**src/rtl/instr_fetch_unit.sv**
```systemverilog
// instr_fetch_unit: PC generator, icache request port and 2-entry fetch queue
// feeding decode. Redirects flush the queue; a fetched HALT word stops fetching.
//
// Handshakes:
//   icache: a read is requested while imemREN is high; imemaddr (== pc) holds
//           until ihit, and iload is accepted in the cycle ihit && imemREN.
//   decode: the head entry is offered while instr_valid is high and leaves the
//           queue at the rising edge where instr_valid && dec_ready (unless a
//           redirect is present in that cycle).
module instr_fetch_unit #(
  parameter logic [31:0] PC0   = 32'h0000_0000,
  parameter int          DEPTH = 2
) (
  input  logic        CLK,
  input  logic        nRST,
  input  logic        ihit,
  input  logic [31:0] iload,
  output logic        imemREN,
  output logic [31:0] imemaddr,
  output logic [31:0] instruction,
  output logic [31:0] instr_pc,
  output logic        instr_valid,
  input  logic        dec_ready,
  input  logic        redirect,
  input  logic [31:0] redirect_pc,
  output logic        halted
);

  typedef enum logic {
    FETCH  = 1'b0,
    HALTED = 1'b1
  } state_t;

  state_t      state_q;
  logic        halted_q;
  logic [31:0] pc_q, pc_d;
  logic [1:0]  count_q, count_d;
  logic        rd_ptr_q, rd_ptr_d;
  logic        wr_ptr;
  logic [31:0] word_q [DEPTH];
  logic [31:0] epc_q  [DEPTH];
  logic        push, pop, is_halt;

  // Request only while fetching with a free slot; a redirect cancels this
  // cycle's request because pc is about to be replaced.
  assign imemREN  = nRST && (state_q == FETCH) && (count_q < 2'(DEPTH)) && !redirect;
  assign imemaddr = pc_q;

  assign push    = imemREN && ihit;
  assign pop     = instr_valid && dec_ready && !redirect;
  assign is_halt = (iload[31:26] == 6'b111111);

  // Tail slot sits count entries past the head (modulo 2).
  assign wr_ptr = rd_ptr_q ^ count_q[0];

  assign instr_valid = (count_q != 2'd0);
  assign instruction = instr_valid ? word_q[rd_ptr_q] : 32'h0;
  assign instr_pc    = instr_valid ? epc_q[rd_ptr_q]  : 32'h0;
  assign halted      = halted_q;

  // Next pc, occupancy and head pointer; redirect overrides push and pop.
  always_comb begin
    pc_d     = pc_q;
    count_d  = count_q;
    rd_ptr_d = rd_ptr_q;
    if (redirect) begin
      pc_d     = redirect_pc & ~32'h3;
      count_d  = 2'd0;
      rd_ptr_d = 1'b0;
    end else begin
      if (push) pc_d = pc_q + 32'd4;
      count_d = count_q + {1'b0, push} - {1'b0, pop};
      if (pop) rd_ptr_d = ~rd_ptr_q;
    end
  end

  // Datapath registers: pc, queue pointers and queue storage.
  always_ff @(posedge CLK or negedge nRST) begin
    if (!nRST) begin
      pc_q     <= PC0;
      count_q  <= 2'd0;
      rd_ptr_q <= 1'b0;
      for (int i = 0; i < DEPTH; i++) begin
        word_q[i] <= 32'h0;
        epc_q[i]  <= 32'h0;
      end
    end else begin
      pc_q     <= pc_d;
      count_q  <= count_d;
      rd_ptr_q <= rd_ptr_d;
      if (push) begin
        word_q[wr_ptr] <= iload;
        epc_q[wr_ptr]  <= pc_q;
      end
    end
  end

  // Fetch FSM: a pushed HALT word parks the unit until the next redirect.
  always_ff @(posedge CLK or negedge nRST) begin
    if (!nRST) begin
      state_q  <= FETCH;
      halted_q <= 1'b0;
    end else if (redirect) begin
      state_q  <= FETCH;
      halted_q <= 1'b0;
    end else if (state_q == FETCH && push && is_halt) begin
      state_q  <= HALTED;
      halted_q <= 1'b1;
    end
  end

endmodule

```
**config.mk**
```make
export PLATFORM = sky130hd
export DESIGN_NAME = instr_fetch_unit
export DESIGN_NICKNAME = d
export VERILOG_FILES = /design/src/rtl/instr_fetch_unit.sv
export SDC_FILE = /design/constraint.sdc
export NUM_CORES = 1
export LEC_CHECK = 0
export CORE_UTILIZATION = 35
export DETAILED_ROUTE_END_ITERATION = 8
export SETUP_SLACK_MARGIN = 0.5
export SKIP_LAST_GASP = 1
export SLEW_MARGIN = 5
export SYNTH_ARGS = -nofsm -noshare
export SYNTH_HDL_FRONTEND = slang
export SYNTH_SLANG_ARGS = --single-unit
```
**constraint.sdc**
```tcl
create_clock -name CLK -period 2.25 [get_ports CLK]
set_input_delay 0.5625 -clock CLK [delete_from_list [all_inputs] [get_ports CLK]]
set_output_delay 0.5625 -clock CLK [all_outputs]
set_load 0.02 [all_outputs]
```
Word level (Yosys, flattened, before mapping)
Index checks and enable logic that the tools add are counted.
{ "classes": {"n_bitwise": 5, "n_mux": 19, "addsub": 3, "eq_ne": 1, "n_reduce_logical": 14, "magnitude_cmp": 4} }
{ "op_table": {"columns": ["operator", "n"], "rows": [
  ["two-way mux 32 bit", 11],
  ["bitwise mux 64 bit", 2],
  ["adder 32 x 3 -> 32 bit (second input constant)", 1],
  ["demux 32 bit (select 1 bit)", 1],
  ["logical AND 1 bit", 9],
  ["nonzero test 2 bit", 4],
  ["equality test 6 bit (second input constant)", 1],
  ["greater-or-equal comparator 2 bit (second input constant)", 2],
  ["two-way mux 1 bit", 4],
  ["inverter 1 -> 2 bit", 2],
  ["adder 2 x 1 -> 2 bit", 1],
  ["< comparator 2 x 1 -> 1 bit (second input constant)", 1],
  ["< comparator 2 bit (second input constant)", 1],
  ["two-way mux 2 bit", 1],
  ["inverter 1 bit", 2],
  ["subtractor 2 x 1 -> 2 bit", 1],
  ["zero test 1 bit", 1],
  ["XOR 1 bit", 1]
]} }
{ "totals": {"input_bits": 69, "ff_bits": 164, "elab_cells": 54} }

Depth between registers and ports, before layout
{ "logic_depth": {"word_depth": 9, "depth_mapped": 9} }

Worst setup path before layout
OpenSTA, ideal clock, no wires.
{ "synth_timing": {"kind": "input to register", "startpoint": "in redirect", "endpoint": "reg word_q[14] (netlist name)", "path_buffers": 2, "setup_time_ns": 0.125, "cell_stages": 6, "arrival_time_ns": 2.487, "path_slack_ns": -0.362, "path_cell_list": "clkbuf_1 > nor4b_2 > nand2_2 > nor2_1 > buf_2 > mux2_2"} }
{ "synth_between": {"elab_chain_cells": 3} }
{ "synth_rtl": {"columns": ["item", "line", "text"], "rows": [
  ["from (decl)", "24", "input logic redirect,"],
  ["zero test 1 bit", "46", "assign imemREN = nRST && (state_q == FETCH) && (count_q < 2'(DEPTH)) && !redirect;"],
  ["logical AND 1 bit", "46", null],
  ["via imemREN", "18", "output logic imemREN,"],
  ["logical AND 1 bit", "49", "assign push = imemREN && ihit;"],
  ["to (signal, indexed assignment)", "92", "word_q[wr_ptr] <= iload;"],
  ["to (decl)", "40", "logic [31:0] word_q [DEPTH];"]
]} }
The timed path passes the listed nets, and every way through them passes these cells.
A chain may end at the register's enable or synchronous reset.

Worst setup path after layout
{ "layout_timing": {"startpoint": "reg rd_ptr_q", "endpoint": "out instruction[14]"} }
{ "layout_between": {"elab_chain_cells": 5} }
{ "layout_rtl": {"columns": ["item", "line", "text"], "rows": [
  ["from (decl)", "38", "logic rd_ptr_q, rd_ptr_d;"],
  ["from (signal assigned)", "90", "rd_ptr_q <= rd_ptr_d;"],
  ["inverter 1 -> 2 bit (implied by the code)", "57", "assign instruction = instr_valid ? word_q[rd_ptr_q] : 32'h0;"],
  ["two-way mux 32 bit (implied by the code) (3 in series)", "57", null],
  ["two-way mux 32 bit", "57", null],
  ["to (decl)", "20", "output logic [31:0] instruction,"]
]} }
No other way between the ends. The select of a mux whose other input is x is not followed.

==> flow_summary.toml <==
[status]
status = "complete, but fails checks"
violations = "negative setup slack"

[layout]
fillCellCount = 1609
regArea_um2 = 3990
multi_input_area_um2 = 4550
layout_commonest_cell = "dfrtp_1"
area_delta_synth_final_pct = 72.9
nets = 978
drive_gt1_share_pct = 60.7
final_cell_mix = "dfrtp_1 (134), mux2_4 (125), buf_4 (80), buf_6 (79), clkdlybuf4s50_1 (64)"

[yosys]
syn-mean-instance-area_um2 = 12.0
synthMuxAreaShare_pct = 27.6
synth_seq_area_share_pct = 52.6
synth_compound_gate_area_share_pct = 2.45
synthArstFlopShare_pct = 100
synth_top_family_by_area = "multiplexers"
synth_cell_type_count = 46
synthXorXnorAreaFrac_pct = 3.03
yosys.area_share.simple_pct = 11.0
synth_fa_ha_area_share_pct = 0.500
ys.warnings.count = 0
synth_ff_type = "dfrtp_1"
synth_seq_cells = 158
synth_edf_count = 0
syn_inst = 625
netlist_area_um2 = 7510

[critical_path]
critPathLaunchType = "flop"
cp_slowest_cell = "dfrtp_4"
r2r_cells = 9
slowest_delay_ns = 0.58
cp-end-kind = "output port"
cp_cell_sequence = "clkbuf_16 -> buf_4 -> mux2i_2 -> nor2_2 -> clkbuf_2"
required_ns = 1.69
r2r-start = "count_q[1]$_DFF_PN0_"
r2r_slack_ns = 0.03
path_max_fanout = 8
rr_endpoint = "epc_q[6]$_DFFE_PN0P_"
arrival_ns = 1.74
crit_type = "reg -> out"

[global_route]
antenna_found_initial = 1
grt_max_degree = 139
track_usage_pct = 22.7
first_global_vias = 6382
grt_pass1_wl_um = 37300
overflow = 0

[die]
die_x_um = 148
dieArea_um2 = 22000
core_um2 = 21000
start_util_pct = 35.7
boundaryPins = 168
dieHeight_um = 148
row_count = 53

[min_path]
hp-class = "in -> async"

[place]
routabilityCongestion = 0.807
hpwl_um = 13800
portBuffers = 161
place_ws_ns = -0.139

[routing]
drt_iter0_markers = 280
drt_wl_total_um = 25000
drcViolationCount = 0
wl_per_cell_um = 21.0
num_vias = 5999
via_per_inst = 5.02
drtAntennaViolNets = 0
firstDrtPassIters = 6

[pwr]
p_total_mw = 12.1
p_leak_nw = 5.67
vdd_drop_max_mv = 0.465
power.density_nw_per_um2 = 933

[clock_tree]
clockRootBuffer = "clkbuf_16"
ctsHoldBuffers = 0
clock_sinks = 158
htree_levels = 4
clockBufferDepth = 2
path_clk_slew_ns = 0.06
clk_latency_ns = 0.43
cts_buffers = 17
tritoncts = "done"

[sta]
finalSetupViolCount = 40
finalWorstSetupSlack_ns = -0.0496
tightest_slew_ns = 0.774
worst_clock_skew_ns = 0.00719
slew_headroom_pct = 48.4
hold_violations = 0
period_minus_slack_ns = 2.30
rsz0062_at_grt = "true"
final.period_utilization_pct = 102
report.final.slew_viol_count = 0
fmax_mhz = 435

[job]
maxCapViolations = 0
-- kinds of logic (layout without fill, tap and decap cells) --
family                   after synthesis  in the layout
XOR/XNOR                              26             26
flip-flops                           158            158
multiplexers                         191            191
AND/OR/NAND/NOR                      170            170
AO/OA/AOI/OAI                         32             32
buffers and inverters                 44            335
adder cells (fa/ha/maj)                3              3
other                                  1              5
-- stage by stage --
step	cells	setup TNS, ns	hold slack (ns)	util [%]	cell area (um^2)
detailed placement	1069	-1.44	0.479	48.8	10200
CTS	1159	-2.05	0.135	57.2	12000
global placement	1069	-0.249	0.468	48.8	10200
global route	1194	-3.92	0.150	61.8	13000
floorplan	628	-0.673	0.267	-	8080
finish	1195	-0.803	0.149	61.8	13000
-- layout make-up --
type | count | area share, %
clock buffer | 22 | 3.58
clock inverter | 10 | 1.43
inverter | 5 | 0.183
sequential | 158 | 30.7
antenna | 1 | 0.0193
timing repair buffer | 298 | 26.4
tap | 275 | 2.65
multi-input combinational | 426 | 35.1
-- Yosys cell counts, types with 2 or more instances --
cell type / count / area share [%]
mux2_1: 6 / 0.90
ha_1: 3 / 0.50
nand4_1: 6 / 0.50
inv_1: 5 / 0.25
buf_2: 12 / 0.80
and3_1: 3 / 0.25
nor4_1: 5 / 0.42
clkbuf_1: 20 / 1.0
xor2_1: 15 / 1.7
xnor2_1: 11 / 1.3
nand3_1: 10 / 0.67
mux2i_1: 64 / 8.5
nand2_1: 43 / 2.1
nor3_1: 5 / 0.33
buf_4: 5 / 0.50
nand4_4: 2 / 0.57
and4_1: 2 / 0.23
dfrtp_1: 158 / 53
o21ai_0: 24 / 1.6
mux2_2: 121 / 18
o311ai_0: 2 / 0.23
nor2b_1: 4 / 0.33
nor2_1: 75 / 3.7
or2_2: 2 / 0.17
-- how the worst max path moves through the flow --
stage | cells after the start | to | from | slack, ns
2_1_floorplan | 6 | word_q[14]$_DFFE_PN0P_ | redirect | -0.01
3_3_place_gp | 7 | imemaddr[28]$_DFFE_PN0P_ | ihit | -0.08
3_5_place_dp | 7 | imemaddr[30]$_DFFE_PN0P_ | ihit | -0.14
4_1_cts | 4 | instruction[9] | rd_ptr_q$_DFFE_PN0P_ | -0.12
5_1_grt | 5 | instr_pc[5] | rd_ptr_q$_DFFE_PN0P_ | -0.12
6_report | 5 | instruction[14] | rd_ptr_q$_DFFE_PN0P_ | -0.05
-- worst max-delay path, delay by kind of cell (launching register included) --
kind	cells	cell delay (ns)
flops	1	0.58
simple gates	1	0.08
buf+inv	3	0.50
mux	1	0.15
-- timing repair --
action                                  4_1_cts  5_1_grt
resized for setup                           498      244
cloned                                       18        2
endpoints found under the setup margin      244      239
setup buffers                                40       33
pin swaps                                    13       37
-- report_power, final --
group          total, mW  switching (mW)  internal, mW
Combinational       4.38            1.69          2.70
Clock               3.19            1.16          2.03
Sequential          4.54           0.737          3.80
-- sequential cells by signal, indices dropped and copies added (netlist names) --
signal	cells
halted	1
epc_q	60
rd_ptr_q	1
word_q	64
imemaddr	30
count_q	2
-- layer usage --
metal / up-vias / routed length, um / part of all wire, % / track usage (%)
li1: 2736 / - / - / -
met1: 3065 / 10600 / 42 / 28.7
met2: 165 / 12500 / 50 / 37.9
met3: 33 / 1400 / 5.6 / 5.52
met4: 0 / 565 / 2.3 / 7.58
met5: - / 0 / 0 / 0
No activity file was read; power rests on OpenSTA's default activity.
